==> config.mk <==
export PLATFORM = sky130hd
export DESIGN_NAME = input_skew_buffer
export DESIGN_NICKNAME = d
export VERILOG_FILES = /design/src/rtl/input_skew_buffer_pkg.sv /design/src/rtl/input_skew_buffer_skew_lane.sv /design/src/rtl/input_skew_buffer.sv
export SDC_FILE = /design/constraint.sdc
export NUM_CORES = 1
export LEC_CHECK = 0
export BUFFER_PORTS_ARGS = -buffer_cell sky130_fd_sc_hd__buf_2
export CAP_MARGIN = 20
export CORE_MARGIN = 8
export CORE_UTILIZATION = 40
export CTS_CLUSTER_DIAMETER = 120
export DETAILED_ROUTE_END_ITERATION = 12
export PLACE_DENSITY = 0.58
export SLEW_MARGIN = 20
export SYNTH_ARGS = -nofsm -noshare
export SYNTH_HDL_FRONTEND = slang
export SYNTH_SLANG_ARGS = --single-unit
==> constraint.sdc <==
create_clock -name clk -period 1.64 [get_ports clk]
set_clock_uncertainty 0.2 [all_clocks]
set_input_delay 0.328 -clock clk [delete_from_list [all_inputs] [get_ports clk]]
set_output_delay 0.328 -clock clk [all_outputs]
set_load 0.01 [all_outputs]
==> src/rtl/input_skew_buffer_pkg.sv <==
// Shared types and Q8.8 helpers for the input skew buffer and its bench.
package input_skew_buffer_pkg;

  typedef logic signed [15:0] fixed16_t;

  localparam int FRAC_BITS = 8;

  typedef enum logic [1:0] {
    ST_IDLE   = 2'd0,
    ST_STREAM = 2'd1,
    ST_DRAIN  = 2'd2
  } state_t;

  // Whole-number value to Q8.8 (e.g. -1 -> 0xFF00)
  function automatic fixed16_t int_to_fixed(input int value);
    return fixed16_t'(value <<< FRAC_BITS);
  endfunction

  // Q8.8 to whole-number value, truncating toward minus infinity
  function automatic int fixed_to_int(input fixed16_t value);
    return int'(value) >>> FRAC_BITS;
  endfunction

endpackage

==> src/rtl/input_skew_buffer_skew_lane.sv <==
// One skew lane: an enabled shift register of DEPTH stages carrying data plus a valid flag.
module skew_lane
  import input_skew_buffer_pkg::*;
#(
  parameter int DEPTH  = 1,
  parameter int DATA_W = 16
) (
  input  logic              clk,
  input  logic              rst_n,
  input  logic              en,
  input  logic [DATA_W-1:0] in_data,
  input  logic              in_valid,
  output logic [DATA_W-1:0] out_data,
  output logic              out_valid
);

  logic [DATA_W-1:0] data_q [DEPTH];
  logic [DEPTH-1:0]  valid_q;

  // Shift every stage forward on an enabled cycle; hold everything otherwise
  always_ff @(posedge clk or negedge rst_n) begin
    if (!rst_n) begin
      for (int k = 0; k < DEPTH; k++) begin
        data_q[k] <= '0;
      end
      valid_q <= '0;
    end else if (en) begin
      data_q[0]  <= in_data;
      valid_q[0] <= in_valid;
      for (int k = 1; k < DEPTH; k++) begin
        data_q[k]  <= data_q[k-1];
        valid_q[k] <= valid_q[k-1];
      end
    end
  end

  assign out_data  = data_q[DEPTH-1];
  assign out_valid = valid_q[DEPTH-1];

endmodule

==> src/rtl/input_skew_buffer.sv <==
// Input skew buffer: feeds lane i of a systolic array through i+1 register stages so
// that consecutive input vectors enter the array as a diagonal wavefront.
module input_skew_buffer
  import input_skew_buffer_pkg::*;
#(
  parameter int N      = 4,
  parameter int DATA_W = 16
) (
  input  logic                clk,
  input  logic                rst_n,
  input  logic                in_valid,
  output logic                in_ready,
  input  logic [N*DATA_W-1:0] in_data,
  input  logic                in_last,
  input  logic                out_ready,
  output logic [N*DATA_W-1:0] out_data,
  output logic [N-1:0]        out_lane_valid,
  output logic                busy,
  output logic                done
);

  localparam int CNT_W = (N > 1) ? $clog2(N) : 1;

  state_t           state;
  logic [CNT_W-1:0] drain_cnt;
  logic             advance;
  logic             accept;
  logic             tail_exit;

  // A low out_ready stalls every lane; new vectors are refused while the tail drains.
  // rst_n gates in_ready so it reads 0 for the whole reset interval.
  assign advance   = out_ready;
  assign in_ready  = rst_n && out_ready && (state != ST_DRAIN);
  assign accept    = in_valid && in_ready;
  assign busy      = (state != ST_IDLE);
  assign tail_exit = (state == ST_DRAIN) && advance && (drain_cnt == '0)
                     && out_lane_valid[N-1];

  // Lane i gets depth i+1; a non-accepting advance injects a zero bubble
  for (genvar i = 0; i < N; i++) begin : g_lane
    logic [DATA_W-1:0] head_data;

    assign head_data = accept ? in_data[i*DATA_W +: DATA_W] : '0;

    skew_lane #(
      .DEPTH  (i + 1),
      .DATA_W (DATA_W)
    ) u_lane (
      .clk       (clk),
      .rst_n     (rst_n),
      .en        (advance),
      .in_data   (head_data),
      .in_valid  (accept),
      .out_data  (out_data[i*DATA_W +: DATA_W]),
      .out_valid (out_lane_valid[i])
    );
  end

  // Matrix framing: IDLE until the first vector, STREAM until in_last, DRAIN until the tail exits
  always_ff @(posedge clk or negedge rst_n) begin
    if (!rst_n) begin
      state <= ST_IDLE;
    end else begin
      case (state)
        ST_IDLE:   if (accept) state <= in_last ? ST_DRAIN : ST_STREAM;
        ST_STREAM: if (accept && in_last) state <= ST_DRAIN;
        ST_DRAIN:  if (tail_exit) state <= ST_IDLE;
        default:   state <= ST_IDLE;
      endcase
    end
  end

  // Counts the advances still needed for the last vector to reach the end of lane N-1
  always_ff @(posedge clk or negedge rst_n) begin
    if (!rst_n) begin
      drain_cnt <= '0;
    end else if (accept && in_last) begin
      drain_cnt <= CNT_W'(N - 1);
    end else if ((state == ST_DRAIN) && advance && (drain_cnt != '0)) begin
      drain_cnt <= drain_cnt - 1'b1;
    end
  end

  // done is a registered one-cycle pulse following the advance that retires the tail
  always_ff @(posedge clk or negedge rst_n) begin
    if (!rst_n) begin
      done <= 1'b0;
    end else begin
      done <= tail_exit;
    end
  end

endmodule

==> impl_metrics.ini <==
[outcome]
status = complete, but fails checks
violations = negative setup slack

[pwr]
vdd_drop_max_mv = 0.7190
power_uw = 10280
p_per_area_mw_per_mm2 = 1199
leakage_uw = 0.004448

[critical_path]
crit_chain = buf_6 > or2_4 > buf_6
path_buf_inv = 2
critical_path.max_stage_delay_ps = 380
path_max_fanout = 2
crit_path_start_kind = flip-flop
critPathMostFrequentCell = buf_6
critical_path_class = flip-flop to primary output
critPathTopFamily = flip-flops
cp-end-kind = primary output
worstPathRequired_ps = 1110
worst_path_max_delay_cell = dfrtp_1
critPathArrivalTime_ps = 1260

[sta]
fin_crit_sh_pct = 108.9
setup_violations = 2
hold_viol_final = 0
finalCriticalPeriod_ps = 1787
slew_violations = 0
slew_headroom_pct = 68.06
worst_pin_slew_ps = 479.1
rsz0062_at_grt = true
max_freq_ghz = 0.5597
fin_ws_ps = -146.6

[die]
initial_core_util_pct = 40.26
fp-row-count = 47
core_mm2 = 0.01635
die_x_um = 144.3
pin_count = 140
die_y_um = 144.3
fp.dieArea_mm2 = 0.02082

[synthesis]
ys_types = 23
syn_area_mm2 = 0.006583
synthesis.nets = 500
synth_edf_count = 0
synth_top_area_share_pct = 64.25
yosys_warnings = 0
synthArstFlopShare_pct = 100.0
synth_flop_cell = dfrtp_1
synth_area_leaders = dfrtp_1, mux2_2, a22o_1, buf_4, buf_6
syn_area_per_cell_um2 = 15.31
seq_area_frac_synth_pct = 64.25
synthCells = 430
ys_ff_latch = 169
yosysTopAreaCell = dfrtp_1

[detailed_routing]
drtIter0Drc = 163
viasPerCell = 4.811
first_pass_iters = 5
wl_per_cell_um = 16.90
drt_wl_total_um = 14010
ant_nets = 0
post-route-drc-count = 0
dr_total_vias = 3988

[place]
dp_cells = 726
place_area_mm2 = 0.007248
gp_congestion = 0.7485
io_buffers = 139
place_hpwl_um = 8931

[global_routing]
grt-ovfl-total = 0
grt_usage_pct = 14.34
antenna_found_initial = 0
grt_max_degree = 94
grt_pass1_vias = 4595
grt_first_pass_wirelength_um = 23270

[final_layout]
antennaDiodeCount = 0
fillers = 1405
drive_gt1_share_pct = 48.28
fin_cells = 829
final_nets = 666
utilization_pct = 52.45
layout-area-overhead-vs-synth_pct = 30.26
layout_commonest_cell = dfrtp_1
postLayoutCellArea_mm2 = 0.008574
mostFrequentLayoutCells = dfrtp_1, buf_2, mux2_2

[run]
cap_viol_max_count = 0

[clock_network]
numCtsBuffers = 17
cts.sinks = 169
cts_tree = done
path_clk_slew_ps = 60
cts_buffer_depth = 2
htreeDepth = 4
clk_latency_ps = 420
clockRootBuffer = clkbuf_16

[worst_hold_path]
hold_path.class = input pin to flip-flop
==> timing repair <==
| item | CTS | global route |
|---|---|---|
| setup buffers | 3 | 0 |
| resized for setup | 7 | 1 |
| hold buffers | 67 | 0 |
| setup endpoints to repair | 2 | 3 |
| gates cloned | 0 | 1 |
| pin swaps | 2 | 0 |
| hold endpoints to repair | 234 | 0 |
==> sequential cells by signal, indices dropped and copies added (netlist names) <==
| register | flops |
|---|---|
| done | 1 |
| drain_cnt | 2 |
| g_lane.u_lane.data_q | 96 |
| g_lane.u_lane.out_data | 64 |
| g_lane.u_lane.valid_q | 4 |
| state | 2 |
==> routing by layer <==
metal / up-vias / wire length (µm) / part of all wire, % / GRT usage, %
li1: 1823 / - / - / -
met1: 2047 / 6172 / 44 / 17.38
met2: 113 / 6710 / 48 / 23.12
met3: 5 / 1031 / 7.4 / 5.744
met4: 0 / 98 / 0.70 / 4.162
met5: - / 0 / 0 / 0
==> per-stage QoR <==
step / setup slack (ps) / TNS (ps) / hold slack (ps)
2_1_floorplan: 183.1 / 0 / -167.6
3_3_place_gp: 59.58 / 0 / 170.3
3_5_place_dp: 33.77 / 0 / 183.5
4_1_cts: -168.1 / -299.7 / 164.5
5_1_grt: -207.8 / -381.7 / 196.3
6_report: -146.6 / -258.3 / 197.1
==> cell usage after synthesis (2+ instances only) <==
master and count:
dfrtp_1 169, mux2_2 99, buf_4 52, buf_2 13
a22o_1 64, clkbuf_1 6, buf_6 6, and3_1 3
inv_1 3, nand2_1 2
==> layout make-up <==
type	count	area [µm²]	area share [%]
Sequential cell	169	4230	49.34
Multi-Input combinational cell	181	1814	21.16
Timing Repair Buffer	224	1669	19.47
Clock buffer	19	452.9	5.282
Tap cell	220	275.3	3.210
Clock inverter	13	121.4	1.415
Inverter	3	11.26	0.1313
==> worst min-delay path: stages <==
cell,delay [ps]
buf_6,90
and3_1,170
buf_4,120
a211oi_1,60
==> power by group <==
part	internal (µW)	switching, µW	leakage, µW	total (µW)
Combinational	884	672	0.00189	1560
Clock	2180	1640	0.000280	3820
Sequential	4650	253	0.00228	4900
==> cells by family (layout without fill, tap and decap cells) <==
logic type / Yosys count / count (layout) / synth area share [%]
buffers and inverters: 80 / 259 / 8.458
multiplexers: 99 / 99 / 16.94
AO/OA/AOI/OAI: 68 / 68 / 8.953
flip-flops: 169 / 169 / 64.25
XOR/XNOR: 1 / 1 / 0.1331
adder cells (fa/ha/maj): 1 / 1 / 0.1900
AND/OR/NAND/NOR: 12 / 12 / 1.084
==> worst paths after layout <==
check,startpoint,cells after the start,slack [ps],end
max,state[0]$_DFFE_PN0P_,3,-150,busy
min,rst_n,4,200,state[0]$_DFFE_PN0P_
max reg2reg,state[0]$_DFFE_PN0P_,5,100,g_lane[1].u_lane.data_q[21]$_DFFE_PN0P_
min reg2reg,g_lane[3].u_lane.data_q[38]$_DFFE_PN0P_,1,290,g_lane[3].u_lane.data_q[22]$_DFFE_PN0P_
max in group asynchronous,rst_n,4,410,g_lane[3].u_lane.data_q[41]$_DFFE_PN0P_
min in group asynchronous,rst_n,3,350,g_lane[0].u_lane.out_data[15]$_DFFE_PN0P_
Power figures use the tool's default switching activity.
